### config.mk
export PLATFORM = sky130hd
export DESIGN_NAME = keypad_events
export DESIGN_NICKNAME = d
export VERILOG_FILES = /design/src/rtl/keypad_events.sv
export SDC_FILE = /design/constraint.sdc
export NUM_CORES = 1
export LEC_CHECK = 0
export CAP_MARGIN = 20
export CORE_MARGIN = 2
export CORE_UTILIZATION = 35
export DETAILED_ROUTE_END_ITERATION = 6
export PLACE_DENSITY = 0.52
export SYNTH_ARGS = -nofsm -noshare
export SYNTH_HDL_FRONTEND = slang
export SYNTH_SLANG_ARGS = --single-unit
### constraint.sdc
create_clock -name clk -period 5.9 [get_ports clk]
set_clock_uncertainty 0.2 [all_clocks]
set_input_delay 1.18 -clock clk [delete_from_list [all_inputs] [get_ports clk]]
set_output_delay 1.18 -clock clk [all_outputs]
set_load 0.005 [all_outputs]
### src/rtl/keypad_events.sv
// Debounces the scanned 16-key matrix and provides the key-press query and the
// blocking wait-for-key handshake used by the instruction executor.
module keypad_events #(
  parameter int unsigned SAMPLE_DIV     = 1024,
  parameter int unsigned STABLE_SAMPLES = 4
) (
  input  logic        clk,
  input  logic        reset,
  input  logic [15:0] matrix,
  output logic [15:0] keys,
  input  logic [3:0]  query_key,
  output logic        query_pressed,
  input  logic        wait_req,
  output logic        wait_busy,
  output logic        wait_done,
  output logic [3:0]  wait_key
);

  localparam int unsigned DivW = $clog2(SAMPLE_DIV);
  localparam int unsigned CntW = $clog2(STABLE_SAMPLES) + 1;

  typedef enum logic [1:0] {StIdle, StArmed, StHeld, StDone} state_e;

  logic [DivW-1:0] div_q, div_d;
  logic            tick;
  logic [CntW-1:0] cnt_q [16];
  logic [CntW-1:0] cnt_d [16];
  logic [15:0]     keys_q, keys_d;
  logic [15:0]     keys_prev_q;
  logic [15:0]     rise, fall;
  logic [3:0]      cap_q, cap_d;
  logic [3:0]      wait_key_q, wait_key_d;
  logic [3:0]      rise_low;
  state_e          state_q, state_d;

  // Sample divider
  always_comb begin
    tick  = (div_q == DivW'(SAMPLE_DIV - 1));
    div_d = tick ? '0 : div_q + 1'b1;
  end

  // Per-key debounce: any agreeing sample discards partial progress.
  always_comb begin
    keys_d = keys_q;
    for (int i = 0; i < 16; i++) begin
      cnt_d[i] = cnt_q[i];
      if (tick) begin
        if (matrix[i] == keys_q[i]) begin
          cnt_d[i] = '0;
        end else if (cnt_q[i] == CntW'(STABLE_SAMPLES - 1)) begin
          keys_d[i] = matrix[i];
          cnt_d[i]  = '0;
        end else begin
          cnt_d[i] = cnt_q[i] + 1'b1;
        end
      end
    end
  end

  always_comb begin
    rise     = keys_q & ~keys_prev_q;
    fall     = ~keys_q & keys_prev_q;
    rise_low = '0;
    for (int i = 15; i >= 0; i--) begin
      if (rise[i]) rise_low = 4'(i);
    end
  end

  // Wait FSM
  always_comb begin
    state_d    = state_q;
    cap_d      = cap_q;
    wait_key_d = wait_key_q;
    unique case (state_q)
      StIdle: begin
        if (wait_req) state_d = StArmed;
      end
      StArmed: begin
        if (|rise) begin
          cap_d   = rise_low;
          state_d = StHeld;
        end
      end
      StHeld: begin
        if (fall[cap_q]) begin
          wait_key_d = cap_q;
          state_d    = StDone;
        end
      end
      StDone: begin
        state_d = StIdle;
      end
      default: state_d = StIdle;
    endcase
  end

  always_ff @(posedge clk) begin
    if (reset) begin
      div_q       <= '0;
      keys_q      <= '0;
      keys_prev_q <= '0;
      cap_q       <= '0;
      wait_key_q  <= '0;
      state_q     <= StIdle;
      for (int i = 0; i < 16; i++) cnt_q[i] <= '0;
    end else begin
      div_q       <= div_d;
      keys_q      <= keys_d;
      keys_prev_q <= keys_q;
      cap_q       <= cap_d;
      wait_key_q  <= wait_key_d;
      state_q     <= state_d;
      for (int i = 0; i < 16; i++) cnt_q[i] <= cnt_d[i];
    end
  end

  always_comb begin
    keys          = keys_q;
    query_pressed = keys_q[query_key];
    wait_busy     = (state_q == StArmed) || (state_q == StHeld);
    wait_done     = (state_q == StDone);
    wait_key      = wait_key_q;
  end

endmodule

======== Word-level counts from Yosys, hierarchy flattened ========
Memory sizes are Yosys's and may differ from the RTL's.
Index checks and enable logic that the tools add are counted.
word-level totals
  memories kept ........................... 1
  flip-flop bits (word level) ............. 52
  input port bits ......................... 23
  output and inout bits ................... 23
  word-level logic and storage cells ...... 230
  bits in writable memories ............... 48
cells by class
  mux-type cells .......................... 91
  magnitude comparators ................... 2
  equal/unequal tests ..................... 39
  reductions and logical operators ........ 23
  add/subtract/negate cells ............... 17
  bitwise operators ....................... 36
memory list
  memory  depth  width  read ports  clocked after memory_dff  write ports  RTL line  RTL
  cnt_q   16     3      16          0                         16           26        logic [CntW-1:0] cnt_q [16];
operators by type and width
  kind                                                                           count
  3-bit two-way mux                                                              64
  4-bit two-way mux                                                              16
  3-bit AND reduction                                                            17
  3-bit by 1-bit adder with 3-bit output (second input constant)                 16
  3-bit by 2-bit == test with 1-bit output (second input constant)               16
  16-bit AND                                                                     2
  16-bit inverter                                                                2
  1-bit == test                                                                  16
  1-bit inverter                                                                 16
  1-bit OR                                                                       16
  16-bit OR reduction                                                            1
  10-bit by 1-bit adder with 10-bit output (second input constant)               1
  10-bit == test (second input constant)                                         1
  4-bit by 5-bit less-than comparator with 1-bit output (second input constant)  2
  1-bit binary-select mux with 4-bit select                                      2
  2-bit case mux with 4 select lines                                             1
  2-bit two-way mux                                                              3
  2-bit inequality test (second input constant)                                  3
  1-bit two-way mux                                                              5
  2-bit == test (second input constant)                                          2
  2-bit AND reduction                                                            2
  2-bit by 1-bit == test with 1-bit output (second input constant)               1
  2-bit logical NOT                                                              1
  2-bit OR reduction                                                             1
  1-bit logical OR                                                               1

======== Logic depth before layout (Yosys ltp) ========
Gate-level depths: netlist of run 1.
  depth after elaboration ................. 18
  gate-level depth with buffers ........... 9

======== Least setup slack after synthesis of run 1 ========
No wires, ideal clock.
  kind .................................... input -> output
  start ................................... input port query_key[0]
  end ..................................... output port query_pressed
  path slack .............................. 2.404 ns
  arrival ................................. 2.116 ns
  stages on the path ...................... 2
  cell sequence ........................... mux4_2 > mux4_2
between the ends
  cells in the longest elaborated chain, start to end .. 2
ends and longest elaborated chain
  what                                       RTL line  RTL
  start, declared                            11        input logic [3:0] query_key,
  1-bit binary-select mux with 4-bit select  119       query_pressed = keys_q[query_key];
  1-bit two-way mux (not written as such)    119
  end, declared                              12        output logic query_pressed,
No other way between the ends. The select of a mux whose other input is x is not followed.

======== Worst setup path after layout of run 1 ========
Ends and elaborated chain as after synthesis.

==> reports/results.ini, run 1 <==
[clock_tree]
postCtsSetupRepairBufs = 0
numCtsBuffers = 9
cts_buffer_depth = 2
cts_resized = 0
hold_buffers = 0
htreeDepth = 3
cts_tree = yes
root_buffer = clkbuf_16
cts.sink_count = 100
clock_latency_ps = 350
path_clk_slew_ps = 70

[global_route]
antenna_found_initial = 0
grt_pass1_wl_um = 17800
grt_overflow = 0
grt_use_total = 0.154
grt_start_max_net_pins = 64
grt_pass1_vias = 3584

[run_status]
run_status = completed

[critical_path]
crit-reg2reg-launch = div_q[0]
worstPathMaxFanout = 4
worstSetupEndpointType = output pin
crit_path_end = query_pressed
reg2reg_setup_slack_ps = 3650
r2r_end = cnt_q[1][8]
crit_slowest_cell = clkdlybuf4s50_1
required_ps = 4520
crit_chain = clkdlybuf4s50_1 > mux4_2 > mux4_2 > clkdlybuf4s50_1
arrival_ps = 3290
r2r_cells = 7
max_stage_delay_ps = 600
worst_setup_path_start_kind = primary input
cp-startpoint = query_key[0]
crit_type = primary input to output pin

[timing]
final.period_utilization = 0.792
min_period_ps = 4670
setup_viol = 0
hold_viol = 0
tns_ps = 0
slew_violations = 0
timing.fmax_mhz = 214
rsz0062_at_grt = false
max_slew.worst_pin.slew_ps = 759
slew_headroom = 0.494

[die]
dieHeight_um = 121
io_pins = 46
die_w_um = 121
die_area_sq_mm = 0.0146
core_area_sq_mm = 0.0133
rows = 42
start_util = 0.360

[yosys]
synth_edf_count = 0
synth_top_area_frac = 0.418
synth_most_common_cell = dfxtp_1
syn_area_sq_mm = 0.00479
synth_area_leaders = dfxtp_1, ha_1, a21oi_1
synth_async_sr_flop_share = 0
ys_warn_count = 0
synth.largest_area_cell = dfxtp_1
seq_area_frac_synth = 0.418
synth_seq_cells = 100
synth_commonest_cells = dfxtp_1, nand2_1, a21oi_1, nor2_1, nand3_1
syn-mean-instance-area_sq_um = 8.77
syn_nets = 590
synth.distinct_cells = 46
synth_ff_type = dfxtp_1
synth_cells = 546

[drt]
vias = 3798
routed_via_density = 5.00
drtIter0Drc = 179
wl_per_cell_um = 13.9
postRouteAntennaNets = 0
firstDrtPassIters = 4
drc = 0
wirelength_um = 10500

[pwr]
peakVddDrop_mv = 0.171
p_leak_nw = 2.15
total_power_mw = 1.39
powerDensity_mw_per_mm2 = 244

[finish]
syn_to_final_growth_pct = 18.5
antenna_cells = 0
nets = 623
layout-drive-gt1-share = 0.0616

[worst_hold_path]
hold_path.class = register to register

[placement]
numPortBuffers = 45
dp_hpwl_um = 7240
gp_congestion = 0.809

[flow_run]
max-cap-violations = 0

## routing by layer
metal | track usage | wire [um]
met4 | 0.0371 | 108
met1 | 0.202 | 5110
met2 | 0.244 | 4870
met3 | 0.0522 | 451
met5 | 0 | 0
## worst min path at each step
| stage | start | endpoint | slack [ps] | cells after the start |
|---|---|---|---|---|
| 3_3_place_gp | cnt_q[1][4] | cnt_q[1][4] | 240 | 2 |
| 4_1_cts | cnt_q[0][10] | cnt_q[0][10] | 260 | 2 |
| 3_5_place_dp | cnt_q[0][10] | cnt_q[0][10] | 250 | 2 |
| 2_1_floorplan | cnt_q[0][10] | cnt_q[0][10] | 240 | 2 |
| 6_report | cnt_q[0][10] | cnt_q[0][10] | 260 | 2 |
| 5_1_grt | cnt_q[0][10] | cnt_q[0][10] | 270 | 2 |
## cell usage in the layout (no fill, tap or decap), drive strengths merged, types with 3 or more instances in the layout
| master | n |
|---|---|
| dfxtp | 100 |
| nand2 | 56 |
| a21oi | 52 |
| nor2 | 49 |
| clkdlybuf4s50 | 44 |
| nand3 | 35 |
| nor2b | 32 |
| o21ai | 21 |
| ha | 21 |
| nand2b | 20 |
| xnor2 | 17 |
| nor4 | 17 |
| and3b | 17 |
| inv | 12 |
| clkbuf | 10 |
| mux2i | 8 |
| nor3b | 7 |
| nor3 | 7 |
| nand3b | 6 |
| xor2 | 6 |
| mux4 | 5 |
| nand4 | 5 |
| clkinv | 4 |
| buf | 4 |
| a211oi | 3 |
| and3 | 3 |
## critical path: cells and delay by family
kind,cells,cell delay (ps)
mux,2,1030
buf+inv,2,1080
## area by class of cell
class,instances,area [sq um]
Tap cell,176,220
Clock inverter,6,65.1
Multi-Input combinational cell,408,2630
Timing Repair Buffer,48,480
Sequential cell,100,2000
Fill cell,1298,7620
Inverter,12,45.0
Clock buffer,10,229
## logic make-up after synthesis
kind of cell | count (synthesis) | share of synthesized area
AND/OR/NAND/NOR | 262 | 0.298
adder cells (fa/ha/maj) | 21 | 0.0549
flip-flops | 100 | 0.418
buffers and inverters | 38 | 0.0334
multiplexers | 13 | 0.0402
AO/OA/AOI/OAI | 89 | 0.114
XOR/XNOR | 23 | 0.0421
## report_power, final
| part | switching, mW | internal (mW) |
|---|---|---|
| combinational | 0.0546 | 0.0573 |
| clock | 0.257 | 0.329 |
| sequential | 0.00745 | 0.682 |
## per-stage QoR
step                hold slack (ps)  std cells  setup slack [ps]  cell area [sq um]   util
global route                    270        760              1130               5680  0.427
finish                          256        760              1230               5680  0.427
detailed placement              250        743              1210               5360  0.403
global placement                242        743              1210               5360  0.403
floorplan                       236        546              2400               4790      -
CTS                             260        759              1210               5660  0.425
## registers in the layout, summed over array words and instances, names as in the netlist
signal,count
wait_key,4
keys_prev_q,16
cap_q,4
div_q,10
keys,16
cnt_q,48
state_q,2
Note: power is estimated with default switching activity, not from simulation.
==> inputs of run 2 (changes only) <==
- clock period: 5.9 -> 4.5 ns (I/O delays scaled with it)
==> run 2 against run 1 <==
  * Wire length fell by 1.0%
  * Setup slack got worse by 850 ps
  * Sequential share of layout area fell by 0.41 points
  * Sequential power rose by 31%
  * Largest power group unchanged
  * Highest routed layer unchanged
==> reports/results.ini, run 2 (synthesis gave the netlist of run 1 again) <==
[global_route]
grt_start_max_net_pins = 102
grt_pass1_vias = 3674
grt_overflow = 0
grt_pass1_wl_um = 17800
grt_use_total = 0.154
antenna_found_initial = 0

[timing]
hold_viol = 0
timing.fmax_mhz = 243
max_slew.worst_pin.slew_ps = 1020
tns_ps = 0
final.period_utilization = 0.916
rsz0062_at_grt = false
slew_violations = 0
slew_headroom = 0.319
setup_viol = 0
min_period_ps = 4120

[drt]
drtIter0Drc = 168
firstDrtPassIters = 5
wirelength_um = 10400
vias = 3834
wl_per_cell_um = 13.7
postRouteAntennaNets = 0
routed_via_density = 5.04
drc = 0

[critical_path]
crit-reg2reg-launch = div_q[0]
required_ps = 3400
crit_slowest_cell = clkdlybuf4s50_1
reg2reg_setup_slack_ps = 1990
max_stage_delay_ps = 610
cp-startpoint = query_key[0]
critical_path.top_delay_family = buffers and inverters
worstPathMaxFanout = 4
crit_type = primary input to output pin
worstSetupEndpointType = output pin
worst_setup_path_start_kind = primary input
arrival_ps = 3020
crit_chain = clkdlybuf4s50_1 > mux4_2 > mux4_2 > clkdlybuf4s50_1
crit_buf_inv = 2

[finish]
mostFrequentLayoutCells = dfxtp_1, nand2_1, a21oi_1
n_fill_cell = 1343
fin_util = 0.432
final_common_cell = dfxtp_1
largest_reg_flops = 48
antenna_cells = 0
layout-drive-gt1-share = 0.0615
fin_area_sq_mm = 0.00574
nets = 624
largest_register = cnt_q
syn_to_final_growth_pct = 19.9

[placement]
dp_hpwl_um = 7070
numPortBuffers = 45
place_area_sq_mm = 0.00536
gp_congestion = 0.768

[worst_hold_path]
hold_path.class = register to register
hold_start = cnt_q[0][1]

[die]
die_area_sq_mm = 0.0146
start_util = 0.360
dieHeight_um = 121
die_w_um = 121
core_area_sq_mm = 0.0133
rows = 42
io_pins = 46

[pwr]
powerDensity_mw_per_mm2 = 337
peakVddDrop_mv = 0.205
p_leak_nw = 2.19

[clock_tree]
postCtsSetupRepairBufs = 0
htreeDepth = 3
root_buffer = clkbuf_16
cts_buffer_depth = 2
cts_resized = 0
clock_latency_ps = 350
numCtsBuffers = 9
path_clk_slew_ps = 60
hold_buffers = 0
cts_tree = yes
cts.sink_count = 100

[flow_run]
max-cap-violations = 0

[run_status]
run_status = completed

[run 2: worst reg2reg max path, cell delays in order (launching register included)]
cell and delay, ps:
dfxtp_1 370, ha_1 200, nand3_1 120, nor2_1 280, nand3_2 410, buf_12 310
nor2_1 210, mux2i_1 200, nor2_1 50
[run 2: worst paths after layout]
path,depth (start not counted),end
max,4,query_pressed
min,2,cnt_q[0][1]
max reg2reg,8,keys[11]
min reg2reg,2,cnt_q[0][1]
[run 2: final cells by class]
cell class | instances | area (sq um) | share of cell area
clock buffer | 11 | 233 | 0.0405
clock inverter | 5 | 108 | 0.0187
inverter | 12 | 45.0 | 0.00784
multi-input combinational | 408 | 2630 | 0.459
sequential | 100 | 2000 | 0.349
tap | 176 | 220 | 0.0384
timing repair buffer | 49 | 500 | 0.0872
[run 2: routing by layer]
metal / global-route usage / share of wire / up-vias
met4: 0.0414 / 0.010 / 0
met3: 0.0578 / 0.046 / 9
met5: 0 / 0 / -
li1: - / - / 1974
met1: 0.190 / 0.48 / 1803
met2: 0.254 / 0.47 / 48
[run 2: power by group]
| group | total, mW | internal [mW] | switching, mW |
|---|---|---|---|
| combinational | 0.148 | 0.0756 | 0.0725 |
| clock | 0.883 | 0.547 | 0.337 |
| sequential | 0.904 | 0.895 | 0.00901 |
| total | 1.94 | 1.52 | 0.418 |
[run 2: metrics by stage]
stage | total power, mW | worst slack [ps] | hold WS [ps] | std cells
after floorplan | 1.01 | 1560 | 236 | 546
after global placement | 1.07 | 371 | 241 | 743
after detailed placement | 1.07 | 355 | 250 | 743
after CTS | 1.97 | 355 | 260 | 759
after global routing | 2.03 | 303 | 282 | 761
final | 1.94 | 379 | 257 | 761
